[src/rtl/instr_readback_sequencer.sv]
// Read-back burst sequencer: walks instruction-register addresses, captures the returned
// words through a latency pipeline into a credit-guarded output FIFO with valid/ready drain.

package instr_readback_pkg;
  typedef logic [4:0] address_t;

  typedef struct packed {
    logic [3:0]  opc;
    logic [7:0]  op_a;
    logic [7:0]  op_b;
    logic [15:0] rezultat;
  } instruction_t;
endpackage

module irs_fifo #(
  parameter int WIDTH = 8,
  parameter int DEPTH = 4
) (
  input  logic                   clk,
  input  logic                   reset_n,
  input  logic                   push_i,
  input  logic [WIDTH-1:0]       push_dat_i,
  input  logic                   pop_i,
  output logic [WIDTH-1:0]       head_dat_o,
  output logic                   empty_o,
  output logic [$clog2(DEPTH):0] occ_o
);
  localparam int AW = $clog2(DEPTH);
  localparam logic [AW:0] FULL = (AW+1)'(DEPTH);

  logic [WIDTH-1:0] mem_q [DEPTH];
  logic [AW-1:0]    wr_q, rd_q;
  logic [AW:0]      occ_q, occ_d;
  logic             do_push, do_pop;

  // A pop frees the slot in the same cycle, so a full FIFO still accepts a push alongside it.
  always_comb begin
    do_pop  = pop_i && (occ_q != '0);
    do_push = push_i && ((occ_q != FULL) || do_pop);
    occ_d   = occ_q;
    if (do_push && !do_pop) begin
      occ_d = occ_q + (AW+1)'(1);
    end else if (do_pop && !do_push) begin
      occ_d = occ_q - (AW+1)'(1);
    end
  end

  always_ff @(posedge clk) begin
    if (!reset_n) begin
      wr_q  <= '0;
      rd_q  <= '0;
      occ_q <= '0;
    end else begin
      if (do_push) wr_q <= wr_q + AW'(1);
      if (do_pop)  rd_q <= rd_q + AW'(1);
      occ_q <= occ_d;
    end
  end

  always_ff @(posedge clk) begin
    if (do_push) mem_q[wr_q] <= push_dat_i;
  end

  assign head_dat_o = mem_q[rd_q];
  assign empty_o    = (occ_q == '0);
  assign occ_o      = occ_q;
endmodule

module instr_readback_sequencer
  import instr_readback_pkg::*;
#(
  parameter int FIFO_DEPTH   = 4,
  parameter int READ_ORDER   = 0,
  parameter int READ_LATENCY = 1
) (
  input  logic         clk,
  input  logic         reset_n,
  input  logic         start,
  input  logic [4:0]   start_addr,
  input  logic [5:0]   count,
  output address_t     read_pointer,
  input  instruction_t instruction_word,
  output logic         out_valid,
  input  logic         out_ready,
  output instruction_t out_word,
  output logic [4:0]   out_addr,
  output logic         busy,
  output logic         done
);
  localparam int IW    = $bits(instruction_t);
  localparam int EW    = IW + 5;
  localparam int OCC_W = $clog2(FIFO_DEPTH) + 1;

  typedef enum logic [1:0] {IDLE, RUN, FLUSH} state_t;

  state_t   state_q;
  address_t read_pointer_q, next_addr_q;
  logic [5:0] count_q, issued_q;
  logic       done_q;

  logic [READ_LATENCY-1:0] pipe_vld_q;
  address_t                pipe_addr_q [READ_LATENCY];

  logic [OCC_W-1:0] occ;
  logic [EW-1:0]    head_dat;
  logic             fifo_empty;
  logic [7:0]       inflight, used;
  logic             issue, pop, final_hs;

  always_comb begin
    inflight = '0;
    for (int i = 0; i < READ_LATENCY; i++) begin
      inflight = inflight + {7'd0, pipe_vld_q[i]};
    end
  end

  // Credits = depth minus everything already buffered or still in flight.
  assign used     = 8'(occ) + inflight;
  assign issue    = (state_q == RUN) && (issued_q != count_q) && (used < 8'(FIFO_DEPTH));
  assign pop      = out_valid && out_ready;
  assign final_hs = (state_q == FLUSH) && pop && (occ == OCC_W'(1)) && (inflight == 8'd0);

  always_ff @(posedge clk) begin
    if (!reset_n) begin
      state_q        <= IDLE;
      read_pointer_q <= 5'h1F;
      next_addr_q    <= '0;
      count_q        <= '0;
      issued_q       <= '0;
      done_q         <= 1'b0;
    end else begin
      done_q <= 1'b0;
      case (state_q)
        IDLE: begin
          if (start) begin
            if (count == 6'd0) begin
              done_q <= 1'b1;
            end else begin
              state_q     <= RUN;
              next_addr_q <= start_addr;
              count_q     <= count;
              issued_q    <= '0;
            end
          end
        end
        RUN: begin
          if (issue) begin
            read_pointer_q <= next_addr_q;
            next_addr_q    <= (READ_ORDER != 0) ? next_addr_q - 5'd1 : next_addr_q + 5'd1;
            issued_q       <= issued_q + 6'd1;
            if (issued_q + 6'd1 == count_q) state_q <= FLUSH;
          end
        end
        FLUSH: begin
          if (final_hs) state_q <= IDLE;
        end
        default: state_q <= IDLE;
      endcase
    end
  end

  always_ff @(posedge clk) begin
    if (!reset_n) begin
      pipe_vld_q <= '0;
      for (int i = 0; i < READ_LATENCY; i++) pipe_addr_q[i] <= '0;
    end else begin
      pipe_vld_q[0]  <= issue;
      pipe_addr_q[0] <= next_addr_q;
      for (int i = 1; i < READ_LATENCY; i++) begin
        pipe_vld_q[i]  <= pipe_vld_q[i-1];
        pipe_addr_q[i] <= pipe_addr_q[i-1];
      end
    end
  end

  irs_fifo #(.WIDTH(EW), .DEPTH(FIFO_DEPTH)) u_fifo (
    .clk        (clk),
    .reset_n    (reset_n),
    .push_i     (pipe_vld_q[READ_LATENCY-1]),
    .push_dat_i ({instruction_word, pipe_addr_q[READ_LATENCY-1]}),
    .pop_i      (pop),
    .head_dat_o (head_dat),
    .empty_o    (fifo_empty),
    .occ_o      (occ)
  );

  assign read_pointer = read_pointer_q;
  assign out_valid    = !fifo_empty;
  assign out_word     = fifo_empty ? '0 : instruction_t'(head_dat[EW-1:5]);
  assign out_addr     = fifo_empty ? 5'd0 : head_dat[4:0];
  assign busy         = (state_q != IDLE);
  // The burst-end pulse must coincide with the final handshake, so it bypasses the register.
  assign done         = done_q | (final_hs & reset_n);
endmodule

[config.mk]
export PLATFORM = sky130hd
export DESIGN_NAME = instr_readback_sequencer
export DESIGN_NICKNAME = d
export VERILOG_FILES = /design/src/rtl/instr_readback_sequencer.sv
export SDC_FILE = /design/constraint.sdc
export NUM_CORES = 1
export LEC_CHECK = 0
export BUFFER_PORTS_ARGS = -buffer_cell sky130_fd_sc_hd__buf_4
export CORE_AREA = 8 8 138 140
export DETAILED_ROUTE_END_ITERATION = 8
export DIE_AREA = 0 0 146 148
export PLACE_DENSITY = 0.77
export RECOVER_POWER = 100
export SETUP_SLACK_MARGIN = 0.15
export SYNTH_ARGS = -nofsm -noshare
export SYNTH_HDL_FRONTEND = slang
export SYNTH_SLANG_ARGS = --single-unit
[constraint.sdc]
create_clock -name clk -period 3.4 [get_ports clk]
set_input_delay 0.34 -clock clk [delete_from_list [all_inputs] [get_ports clk]]
set_output_delay 0.34 -clock clk [all_outputs]
set_load 0.005 [all_outputs]
==> flow_summary.yaml <==
status:
  status: "complete, no violations"
worst_setup_path:
  cp-end-kind: "flip-flop"
  r2r_slack_ns: 0.62
  path_max_fanout: 19
  cp_cell_sequence: "inv_1 > ha_1 > a31oi_1 > and2_2 > clkbuf_1"
  cp.required_ns: 3.50
  slowest_delay_ns: 0.59
  critPathSlowestCell: "and2_2"
  arrival_ns: 2.88
  start_kind: "flip-flop"
  critPathKind: "reg2reg"
timing:
  drv_slew: 0
  slew_headroom: 0.253
  min_period_ns: 2.78
  fmax_mhz: 359
  worst_pin_slew_ns: 1.12
  fin_skew_ns: 0.0156
  rsz0062_at_grt: "no"
  fin_tns_setup_ns: 0
  finalHoldViolCount: 0
  setup_viol: 0
  period_share: 0.819
cts:
  clock_sinks: 204
  clkTransAtPathRegs_ns: 0.06
  htree_levels: 1
  postCtsSetupRepairBufs: 0
  clockBufferDepth: 3
  clk_latency_ns: 0.48
  numCtsBuffers: 21
  cts_root_buf: "clkbuf_16"
  cts_tree: "built"
  ctsHoldBuffers: 0
  ctsResizeCount: 0
drt:
  vias_per_cell: 5.43
  drt-total-wl_microns: 16300
  wire_per_inst_microns: 19.4
  vias: 4552
  drc_errors: 0
  postRouteAntennaNets: 0
  first_pass_iters: 4
  drt_first_iter_violations: 318
synth:
  ys.flop_type: "edfxtp_1"
  synth.cell_area_sq_mm: 0.00820
  yosysSeqAreaShare: 0.699
  synth_top_family_by_area: "multiplexers"
  synth-simple-area-share: 0.0879
  synth_compound_area_frac: 0.0391
  syn_inst: 490
  synth_warnings: 0
  ys_ff_latch: 204
  yosysUniqueCellTypes: 47
  synthAdderAreaFrac: 0.0168
  ys_async_sr_fraction: 0
  syn_nets: 552
  synth_mux_area_frac: 0.124
  synth_xor_xnor_area_share: 0.0150
  syn_area_per_cell_sq_um: 16.7
  synth_edf_count: 164
die:
  die_h_microns: 148
  initial_core_util: 0.484
  die_w_microns: 146
  io_pins: 100
  die_area_sq_mm: 0.0216
  coreArea_sq_mm: 0.0169
  num_rows: 48
hold_path:
  hp-class: "in2reg"
finish:
  final_cells: 839
  diodes: 0
  fillers: 1347
  drive_above_1_share: 0.238
  syn2layout_area_growth_pct: 19.0
  final_nets: 662
grt:
  grt_start_max_net_pins: 45
  grt-ovfl-total: 0
  antenna_found_initial: 0
  grt_pass1_vias: 4852
  grt_pass1_wl_microns: 25800
  grt_usage: 0.148
place:
  hpwl_microns: 11100
  portBuffers: 99
  gp_congestion: 0.806
  post-place-cells: 802
flow_run:
  max-cap-violations: 0
power:
  p_leak_nw: 3.36
  vdd_ir_drop_max_uv: 368
  p_per_area_mw_per_mm2: 668
-- kinds of logic after synthesis --
logic type,after synthesis
AO/OA/AOI/OAI,44
flip-flops,204
adder cells (fa/ha/maj),11
buffers and inverters,34
AND/OR/NAND/NOR,133
XOR/XNOR,14
multiplexers,50
-- final cells by class --
cell class	instances	area, sq um	area share
flip-flops and latches	204	5730	0.587
multi-input cells	252	2320	0.238
repair buffers	112	658	0.0675
clock buffers	24	557	0.0571
well taps	225	282	0.0289
clock inverters	13	176	0.0181
inverters	9	33.8	0.00346
-- worst paths after layout --
check | startpoint | endpoint | cells past startpoint
worst max-delay path | u_fifo.occ_o[0]$_SDFFE_PN0P_ | u_fifo.mem_q[3][0]$_DFFE_PP_ | 5
worst min-delay path | count[3] | done_q$_SDFF_PN0_ | 2
worst max register to register | u_fifo.occ_o[0]$_SDFFE_PN0P_ | u_fifo.mem_q[3][0]$_DFFE_PP_ | 5
worst min register to register | read_pointer[1]$_SDFFE_PN1P_ | read_pointer[1]$_SDFFE_PN1P_ | 2
-- stage by stage --
| stage | hold WS, ns | power (W) | instance area [sq um] | utilization | worst slack (ns) |
|---|---|---|---|---|---|
| floorplan | 0.416 | 0.00367 | 8200 | - | 0.848 |
| global placement | 0.459 | 0.00424 | 9220 | 0.544 | 0.995 |
| detailed placement | 0.458 | 0.00428 | 9220 | 0.544 | 0.916 |
| CTS | 0.0349 | 0.00665 | 9950 | 0.588 | 0.650 |
| global route | 0.0529 | 0.00681 | 9760 | 0.576 | 0.412 |
| finish | 0.0520 | 0.00651 | 9760 | 0.576 | 0.616 |
-- report_power, final --
group          switching [W]  leakage [nW]  internal (W)
clock               0.000890         0.357       0.00148
sequential          0.000140          1.81       0.00280
combinational       0.000547          1.19      0.000654
-- worst max-delay path: cells and delay by family (launching register included) --
kind                       cells  cell delay, ns
AOI/OAI and AO/OA              1            0.51
and+or+nand+nor                1            0.59
DFF                            1            0.41
buffers and inverters          2            0.66
adders and majority gates      1            0.24
-- state kept, by name, summed over array words and instances, names as in the netlist, named ones only --
name          cells
done_q            1
u_fifo.mem_q    164
count_q           6
read_pointer      5
u_fifo.rd_q       2
pipe_addr_q       5
pipe_vld_q        1
u_fifo.occ_o      3
issued_q          6
next_addr_q       5
u_fifo.wr_q       2
state_q           2
-- synth_stat cells, types with 9 or more instances --
library cell | instances | area [sq um]
and2_1 | 50 | 313
clkbuf_1 | 10 | 37.5
dfxtp_1 | 40 | 801
edfxtp_1 | 164 | 4920
ha_1 | 11 | 138
inv_1 | 9 | 33.8
mux2i_1 | 9 | 90.1
mux4_2 | 41 | 923
nand2_1 | 23 | 86.3
nand3_1 | 13 | 65.1
nor2_1 | 21 | 78.8
xor2_1 | 12 | 105
-- layout by cell type, fill, tap and decap left out, types with 3 or more instances in the layout --
cell	instances
nand3_1	13
nor4_1	4
xor2_1	12
ha_1	11
and3_1	4
clkinv_2	4
a32o_1	3
buf_4	46
and2_1	12
a21oi_1	8
clkbuf_4	13
edfxtp_1	164
o211ai_1	6
mux4_2	41
and2_2	3
bufinv_16	4
nand2b_1	6
nand4b_1	3
nor2_1	21
and2_0	35
o21ai_0	7
clkbuf_16	21
dfxtp_1	38
clkbuf_1	53
inv_1	9
nand2_1	23
mux2i_1	9
-- per-layer routing --
layer / GRT usage / up-vias / wire [microns]
met2: 0.263 / 160 / 8380
met4: 0.0319 / 0 / 187
li1: - / 2098 / -
met1: 0.182 / 2278 / 6660
met3: 0.0327 / 16 / 1050
met5: 0 / - / 0
(Power assumes the default switching activity.)
